`src/rtl/vga_timing_gen.sv`:
```
// 640x480@60 raster generator: free-running h/v counters, coordinate output to the pixel path,
// and sync/blank/RGB to the VGA DAC, with sync and blank delayed to match the pixel-path latency.
module vga_timing_gen #(
    parameter int H_ACTIVE = 640,
    parameter int H_FP     = 16,
    parameter int H_SYNC   = 96,
    parameter int H_BP     = 48,
    parameter int V_ACTIVE = 480,
    parameter int V_FP     = 10,
    parameter int V_SYNC   = 2,
    parameter int V_BP     = 33,
    parameter int PIPE     = 1
) (
    input  logic        vga_clk,
    input  logic        reset_n,
    input  logic [7:0]  i_R,
    input  logic [7:0]  i_G,
    input  logic [7:0]  i_B,
    output logic [12:0] row,
    output logic [12:0] col,
    output logic        frame_start,
    output logic [15:0] frame_count,
    output logic        VGA_HS,
    output logic        VGA_VS,
    output logic        VGA_BLANK_N,
    output logic        VGA_SYNC_N,
    output logic [7:0]  VGA_R,
    output logic [7:0]  VGA_G,
    output logic [7:0]  VGA_B
);

    localparam int H_TOTAL = H_ACTIVE + H_FP + H_SYNC + H_BP;
    localparam int V_TOTAL = V_ACTIVE + V_FP + V_SYNC + V_BP;

    localparam logic [12:0] H_LAST   = 13'(H_TOTAL - 1);
    localparam logic [12:0] V_LAST   = 13'(V_TOTAL - 1);
    localparam logic [12:0] H_ACT    = 13'(H_ACTIVE);
    localparam logic [12:0] V_ACT    = 13'(V_ACTIVE);
    localparam logic [12:0] HS_START = 13'(H_ACTIVE + H_FP);
    localparam logic [12:0] HS_END   = 13'(H_ACTIVE + H_FP + H_SYNC);
    localparam logic [12:0] VS_START = 13'(V_ACTIVE + V_FP);
    localparam logic [12:0] VS_END   = 13'(V_ACTIVE + V_FP + V_SYNC);

    generate
        if (PIPE < 1 || PIPE > 4) begin : g_bad_pipe
            $error("vga_timing_gen: PIPE must be in 1..4");
        end
    endgenerate

    logic [12:0] r_h_cnt;
    logic [12:0] r_v_cnt;
    logic [15:0] r_frame_count;
    logic        w_h_last;
    logic        w_v_last;

    assign w_h_last = (r_h_cnt == H_LAST);
    assign w_v_last = (r_v_cnt == V_LAST);

    always_ff @(posedge vga_clk) begin
        if (!reset_n) begin
            r_h_cnt       <= '0;
            r_v_cnt       <= '0;
            r_frame_count <= '0;
        end else if (w_h_last) begin
            r_h_cnt <= '0;
            if (w_v_last) begin
                r_v_cnt       <= '0;
                r_frame_count <= r_frame_count + 16'd1;
            end else begin
                r_v_cnt <= r_v_cnt + 13'd1;
            end
        end else begin
            r_h_cnt <= r_h_cnt + 13'd1;
        end
    end

    logic w_hs_raw;
    logic w_vs_raw;
    logic w_de_raw;

    assign w_hs_raw = !((r_h_cnt >= HS_START) && (r_h_cnt < HS_END));
    assign w_vs_raw = !((r_v_cnt >= VS_START) && (r_v_cnt < VS_END));
    assign w_de_raw = (r_h_cnt < H_ACT) && (r_v_cnt < V_ACT);

    // Tap k of each chain is the raw signal delayed by k clocks; tap 0 is the raw signal itself.
    logic [PIPE-1:0] r_hs_sr;
    logic [PIPE-1:0] r_vs_sr;
    logic [PIPE-1:0] r_de_sr;
    logic [PIPE:0]   w_hs_tap;
    logic [PIPE:0]   w_vs_tap;
    logic [PIPE:0]   w_de_tap;

    assign w_hs_tap = {r_hs_sr, w_hs_raw};
    assign w_vs_tap = {r_vs_sr, w_vs_raw};
    assign w_de_tap = {r_de_sr, w_de_raw};

    always_ff @(posedge vga_clk) begin
        if (!reset_n) begin
            r_hs_sr <= '1;
            r_vs_sr <= '1;
            r_de_sr <= '0;
        end else begin
            r_hs_sr <= w_hs_tap[PIPE-1:0];
            r_vs_sr <= w_vs_tap[PIPE-1:0];
            r_de_sr <= w_de_tap[PIPE-1:0];
        end
    end

    // Processed pixel arrives PIPE-1 clocks after its coordinate, so it is qualified one tap early.
    logic [7:0] r_red;
    logic [7:0] r_grn;
    logic [7:0] r_blu;

    always_ff @(posedge vga_clk) begin
        if (!reset_n) begin
            r_red <= '0;
            r_grn <= '0;
            r_blu <= '0;
        end else if (w_de_tap[PIPE-1]) begin
            r_red <= i_R;
            r_grn <= i_G;
            r_blu <= i_B;
        end else begin
            r_red <= '0;
            r_grn <= '0;
            r_blu <= '0;
        end
    end

    assign row         = r_v_cnt;
    assign col         = r_h_cnt;
    assign frame_start = (r_h_cnt == 13'd0) && (r_v_cnt == 13'd0);
    assign frame_count = r_frame_count;
    assign VGA_HS      = w_hs_tap[PIPE];
    assign VGA_VS      = w_vs_tap[PIPE];
    assign VGA_BLANK_N = w_de_tap[PIPE];
    assign VGA_SYNC_N  = 1'b0;
    assign VGA_R       = r_red;
    assign VGA_G       = r_grn;
    assign VGA_B       = r_blu;

endmodule
```
`config.mk`:
```
export PLATFORM = sky130hd
export DESIGN_NAME = vga_timing_gen
export DESIGN_NICKNAME = d
export VERILOG_FILES = /design/src/rtl/vga_timing_gen.sv
export SDC_FILE = /design/constraint.sdc
export NUM_CORES = 1
export LEC_CHECK = 0
export BUFFER_PORTS_ARGS = -buffer_cell sky130_fd_sc_hd__buf_4
export CAP_MARGIN = 20
export CORE_AREA = 2 2 84 86
export DETAILED_ROUTE_END_ITERATION = 16
export DIE_AREA = 0 0 86 88
export PLACE_DENSITY = 0.74
export REMOVE_ABC_BUFFERS = 1
export SYNTH_ARGS = -nofsm -noshare
export SYNTH_HDL_FRONTEND = slang
export SYNTH_SLANG_ARGS = --single-unit
```
`constraint.sdc`:
```
create_clock -name vga_clk -period 2.3 [get_ports vga_clk]
set_input_delay 0.46 -clock vga_clk [delete_from_list [all_inputs] [get_ports vga_clk]]
set_output_delay 0.46 -clock vga_clk [all_outputs]
set_load 0.02 [all_outputs]
```
# ---- After elaboration in Yosys (flattened, before gate mapping)
# Cells that the tools add are included.
dict set report totals {
  regBits 69
  in_bits 26
  out_inout_bits 71
}
dict set report op_classes {
  add_sub_neg 3
  order_cmp 6
  n_eq_ne 2
  mux 1
  n_bitwise 1
  reduce_logical 11
}
# operator count
set op_table {}
lappend op_table {{$add 13x1->13 const B} 2}
lappend op_table {{$eq 13x10->1 const B} 2}
lappend op_table {{$logic_not 13->1} 2}
lappend op_table {{$lt 13x10->1 const B} 2}
lappend op_table {{$lt 13x9->1 const B} 2}
lappend op_table {{$add 16x1->16 const B} 1}
lappend op_table {{$ge 13x10->1 const B} 1}
lappend op_table {{$ge 13x9->1 const B} 1}
lappend op_table {{$mux 13} 1}
lappend op_table {{$logic_and 1x1->1} 4}
lappend op_table {{$reduce_and 2->1} 2}
lappend op_table {{$logic_not 1->1} 2}
lappend op_table {{$reduce_or 2->1} 1}
lappend op_table {{$not 1->1} 1}

# ---- Depth between registers and ports, before layout
dict set report logic_depth {
  depth_word 3
  mapped_depth 7
  depth_no_buf 6
}

# ---- Worst setup path after synthesis
# Ideal clock, no wire load.
dict set report synth_path {
  kind {register to register}
  from {register r_h_cnt[0], in the netlist col[0]}
  to {register r_frame_count[10], in the netlist frame_count[10]}
  setup_ns 0.070
  t_arrival_ns 2.298
  required_time_ns 2.230
  slack_ns -0.069
  path_stages_with_launch 7
  period_less_slack_ns 2.369
  cell_sequence {dfxtp_1 ha_1 nand3_1 or4_4 buf_6 or4_1 a21oi_1}
}
dict set report synth_between {
  elab_chain_len 2
}
# element line
set synth_rtl {}
lappend synth_rtl {{from (decl)} 50} ;# logic [12:0] r_h_cnt;
lappend synth_rtl {{from (signal assigned)} 73} ;# r_h_cnt <= r_h_cnt + 13'd1;
lappend synth_rtl {{$eq 13x10->1} 56} ;# assign w_h_last = (r_h_cnt == H_LAST);
lappend synth_rtl {{$reduce_and 2->1 (no line)} -}
lappend synth_rtl {{to (signal assigned)} 68} ;# r_frame_count <= r_frame_count + 16'd1;
lappend synth_rtl {{to (decl)} 52} ;# logic [15:0] r_frame_count;
# Every way passes these cells.
# A chain may end at the register's enable or synchronous reset.

# ---- Worst setup path in the final report
dict set report layout_path {
  from {register r_h_cnt[10], in the netlist col[10]}
  to {register r_v_cnt[3], in the netlist row[3]}
}
dict set report layout_between {
  elab_chain_len 1
}
# element line
set layout_rtl {}
lappend layout_rtl {{$eq 13x10->1} 56}
lappend layout_rtl {{to (signal assigned)} 70} ;# r_v_cnt <= r_v_cnt + 13'd1;
lappend layout_rtl {{to (decl)} 51} ;# logic [12:0] r_v_cnt;
# Every way passes these cells.

==> results.md <==
Placed design:
- Summed over all nets, the half-perimeter wirelength after detailed placement is 5.19 mm.
- The final estimated routing congestion in global placement is 0.787.
- The placement-stage cell area is 0.00379 sq mm.
- The number of placed instances, taps included, is 494.
- The number of port buffers is 95.

Worst setup path:
- STA puts the critical path data arrival time at 2.49 ns.
- The critical-path maximum fanout is 17.
- The register-to-register path setup slack is 0.1 ns.
- The category of the worst setup path capture point is a register.
- The required time at the endpoint of the critical path is 2.59 ns.
- The category of the most critical setup path is reg -> reg.
- The worst setup path is launched from a register.

Synth:
- After synthesis, the cell types taking the most area are sky130_fd_sc_hd__dfxtp_1, sky130_fd_sc_hd__and2_1, sky130_fd_sc_hd__o31ai_1.
- The Yosys step of the flow raised 0 warnings.
- Yosys mapped the design onto 38 distinct sky130hd cell types.
- The post-synthesis area per instance is 9.17 sq um.
- The flip-flop cell with the highest count after synthesis is sky130_fd_sc_hd__dfxtp_1.
- After synthesis the cells add up to 0.00293 sq mm.
- Of all cell types, the one taking the most synthesized area is sky130_fd_sc_hd__dfxtp_1.
- The async set-reset flop share out of synthesis is 0.
- Synthesis inferred 69 register bits.
- Of the synthesized area, sequential elements account for 0.471.
- Counting flops with a built-in enable in the synthesized netlist gives 0.
- The top-area cell type share of the netlist area is 0.471.
- After technology mapping, the gate count stands at 320.

Global routing:
- The initial antenna violation count was 0.
- In the global route stage, overall resource usage came out at 0.202.
- The first global-routing pass estimated 12.2 mm of wire.
- The remaining global-route overflow is 0.
- The number of global-route vias before repair is 2557.
- The largest net degree at the start of global routing is 33.

Pwr:
- The internal cell power is 1720 uW.
- The fraction of power consumed by combinational cells is 0.079.
- The proportion of power drawn by the clock network is 0.395.
- The switching power is 618 uW.
- Of the total power, the share spent switching nets is 0.264.
- The fraction of power consumed by sequential logic is 0.526.
- For this design the ratio of total power to cell area is 582 mW/mm^2.
- In this run the static leakage power is 0.00160 uW.
- The design draws 2340 uW.
- The worst voltage drop across the vdd grid is 561 uV.

Floorplanning:
- The width of the die is 86 um.
- The starting density of the core is 0.442.
- The area of the die is 0.00757 sq mm.
- The number of primary I/O pins is 97.
- The area of the placeable core is 0.00664 sq mm.
- The die is 88 um tall.
- The number of cell rows is 30.

Status:
- The flow ran to the end, and the final reports show no timing, DRC or antenna violations.

Final layout:
- The area growth from synthesis to final layout is 36.9%.
- The finished layout holds 511 standard cells, fillers aside.
- The number of antenna diodes in the final layout is 0.
- Counting the fill cells in the layout gives 583.
- The layout net count is 458.
- After routing the design area is 0.00402 sq mm.
- The ratio of cells with drive above 1 in the final layout is 0.334.

Route:
- The routed layout has 2861 vias.
- The top metal layer carrying routed signals is met4.
- The post-detailed-route wirelength per cell is 14.8 um.
- The number of optimization iterations in the first detailed-route pass is 4.
- The routed design has 7.57 mm of wire.
- After detailed routing, the wire length on met1 is 3.20 mm.
- The post-route antenna net violation count is 0.
- The wire length on met2 is 3.51 mm.
- The post-route DRC violation count is 0.
- The number of vias per cell after detailed routing is 5.60.
- The detailed router finished its first iteration with 134 violations.
- Detailed routing placed a total of 741 um of wire on met3.

CTS:
- TritonCTS built the clock tree.
- For this design, the sink count on the clock tree is 69.
- The number of hold buffers added after CTS was 0.
- In this run the deepest clock path goes through 2 buffers.
- The H-tree was split into 3 levels.
- The clock tree root driver cell is sky130_fd_sc_hd__clkbuf_8.
- Counting the buffers created by CTS gives 9.
- The clock reaches the later pin of the worst-skew pair after 0.35 ns.
- The total setup buffers inserted after CTS is 0.
- The clock transition at the register clock pins on the worst setup and hold paths after CTS is 0.08 ns.

Timing:
- The final number of setup-violating endpoints is 0.
- The portion of the clock cycle consumed by the worst path in the final layout is 0.957.
- The maximum clock frequency is 454 MHz.
- The final period demand of the worst path is 2.20 ns.
- The max-slew violation total from the final report is 0.
- The number of endpoints with negative hold slack in the final report was 0.
- Setup repair after global routing could not meet its margin everywhere.
- The worst-case clock skew is 0.00918 ns.
- The setup total negative slack is 0 ns.

Job:
- The max-cap check violation count is 0.

Hold path:
- The tightest min-delay check is of the in -> reg type.
state kept, by name (all words and copies together), names as in the netlist:
name,count
VGA_G,8
VGA_BLANK_N,1
row,13
VGA_B,8
frame_count,16
VGA_HS,1
col,13
VGA_VS,1
VGA_R,8
power groups by stage:
| stage | logic [uW] | registers, uW | clock network [uW] |
|---|---|---|---|
| 2_1_floorplan | 40.9 | 1300 | 0 |
| 4_1_cts | 188 | 1230 | 938 |
| 3_5_place_dp | 186 | 1260 | 0 |
| 6_report | 185 | 1230 | 923 |
| 5_1_grt | 201 | 1230 | 993 |
| 3_3_place_gp | 182 | 1260 | 0 |
logic make-up (layout without fill, tap and decap cells):
logic type	Yosys count	after routing	synth area share
other	1	1	0.00128
xor gates and xnor gates	12	12	0.0358
DFF	69	69	0.471
and+or+nand+nor	147	148	0.306
muxes	1	1	0.00341
AOI/OAI and AO/OA	56	56	0.113
adders and majority gates	6	6	0.0256
buffers and inverters	28	138	0.0443
per-layer routing:
| layer | global-route usage | vias up |
|---|---|---|
| met5 | 0 | - |
| met4 | 0.0794 | 0 |
| met3 | 0.0782 | 14 |
| met2 | 0.316 | 116 |
| met1 | 0.253 | 1339 |
| li1 | - | 1392 |
cell usage after synthesis (4+ instances only):
library cell                n
sky130_fd_sc_hd__a21oi_1   27
sky130_fd_sc_hd__and2_1    26
sky130_fd_sc_hd__and3_1     4
sky130_fd_sc_hd__and4_1     6
sky130_fd_sc_hd__buf_2      5
sky130_fd_sc_hd__clkbuf_1   9
sky130_fd_sc_hd__dfxtp_1   69
sky130_fd_sc_hd__ha_1       6
sky130_fd_sc_hd__inv_1      9
sky130_fd_sc_hd__nand2_1   14
sky130_fd_sc_hd__nand2b_1   4
sky130_fd_sc_hd__nand3_1   12
sky130_fd_sc_hd__nand4_1   16
sky130_fd_sc_hd__nor2_1    18
sky130_fd_sc_hd__nor3_1     5
sky130_fd_sc_hd__nor4_1     6
sky130_fd_sc_hd__o21ai_0    9
sky130_fd_sc_hd__o31ai_1   19
sky130_fd_sc_hd__or3_1      6
sky130_fd_sc_hd__or4_1     19
sky130_fd_sc_hd__xnor2_1    8
sky130_fd_sc_hd__xor2_1     4
critical path, cell delays in order (launching register included):
cell and delay [ns]:
sky130_fd_sc_hd__dfxtp_1 0.36, sky130_fd_sc_hd__or3_4 0.43, sky130_fd_sc_hd__or4_4 0.67, sky130_fd_sc_hd__buf_4 0.21, sky130_fd_sc_hd__or3_1 0.34, sky130_fd_sc_hd__a21oi_1 0.13
path summary, 6_finish.rpt:
check / from / endpoint / cells past startpoint
setup / recovery: col[10] / row[3] / 5
hold reg to reg: frame_count[15] / frame_count[15] / 2
setup reg to reg: col[10] / row[3] / 5
hold / removal: i_G[5] / VGA_G[5] / 2
cells in the final DEF (no fill, tap or decap), drive strengths merged, types with 2 or more instances in the layout:
cell      n
a21oi    27
and2     26
and3      4
and4      6
buf     112
clkbuf    9
clkinv    4
dfxtp    69
ha        6
inv      12
nand2    14
nand2b    4
nand3    12
nand4    16
nand4b    2
nor2     18
nor3      5
nor4      7
o21ai     9
o31ai    19
or3       7
or4      22
xnor2     8
xor2      4
per-stage QoR:
| step | util | hold WS, ns | setup slack (ns) |
|---|---|---|---|
| final | 0.605 | 0.306 | 0.0995 |
| after global routing | 0.605 | 0.296 | -0.00490 |
| after CTS | 0.599 | 0.294 | 0.00217 |
| after detailed placement | 0.570 | 0.467 | 0.0582 |
| after global placement | 0.570 | 0.456 | 0.120 |
| after floorplan | - | 0.538 | -0.351 |
what timing repair did:
item | in CTS | in global routing
setup endpoints to repair | 1 | 12
endpoints found under the hold margin | 0 | 0
pin swaps | 1 | 2
resized for setup | 1 | 10
cloned | 0 | 1
area by class of cell:
class	instances	area, sq um	share of cell area
Multi-Input combinational cell	224	1470	0.366
Sequential cell	69	1390	0.345
Timing Repair Buffer	112	841	0.209
Clock buffer	9	124	0.0308
Tap cell	80	100	0.0249
Clock inverter	7	58.8	0.0146
Inverter	10	37.5	0.00935
Note: power is estimated with default switching activity, not from simulation.
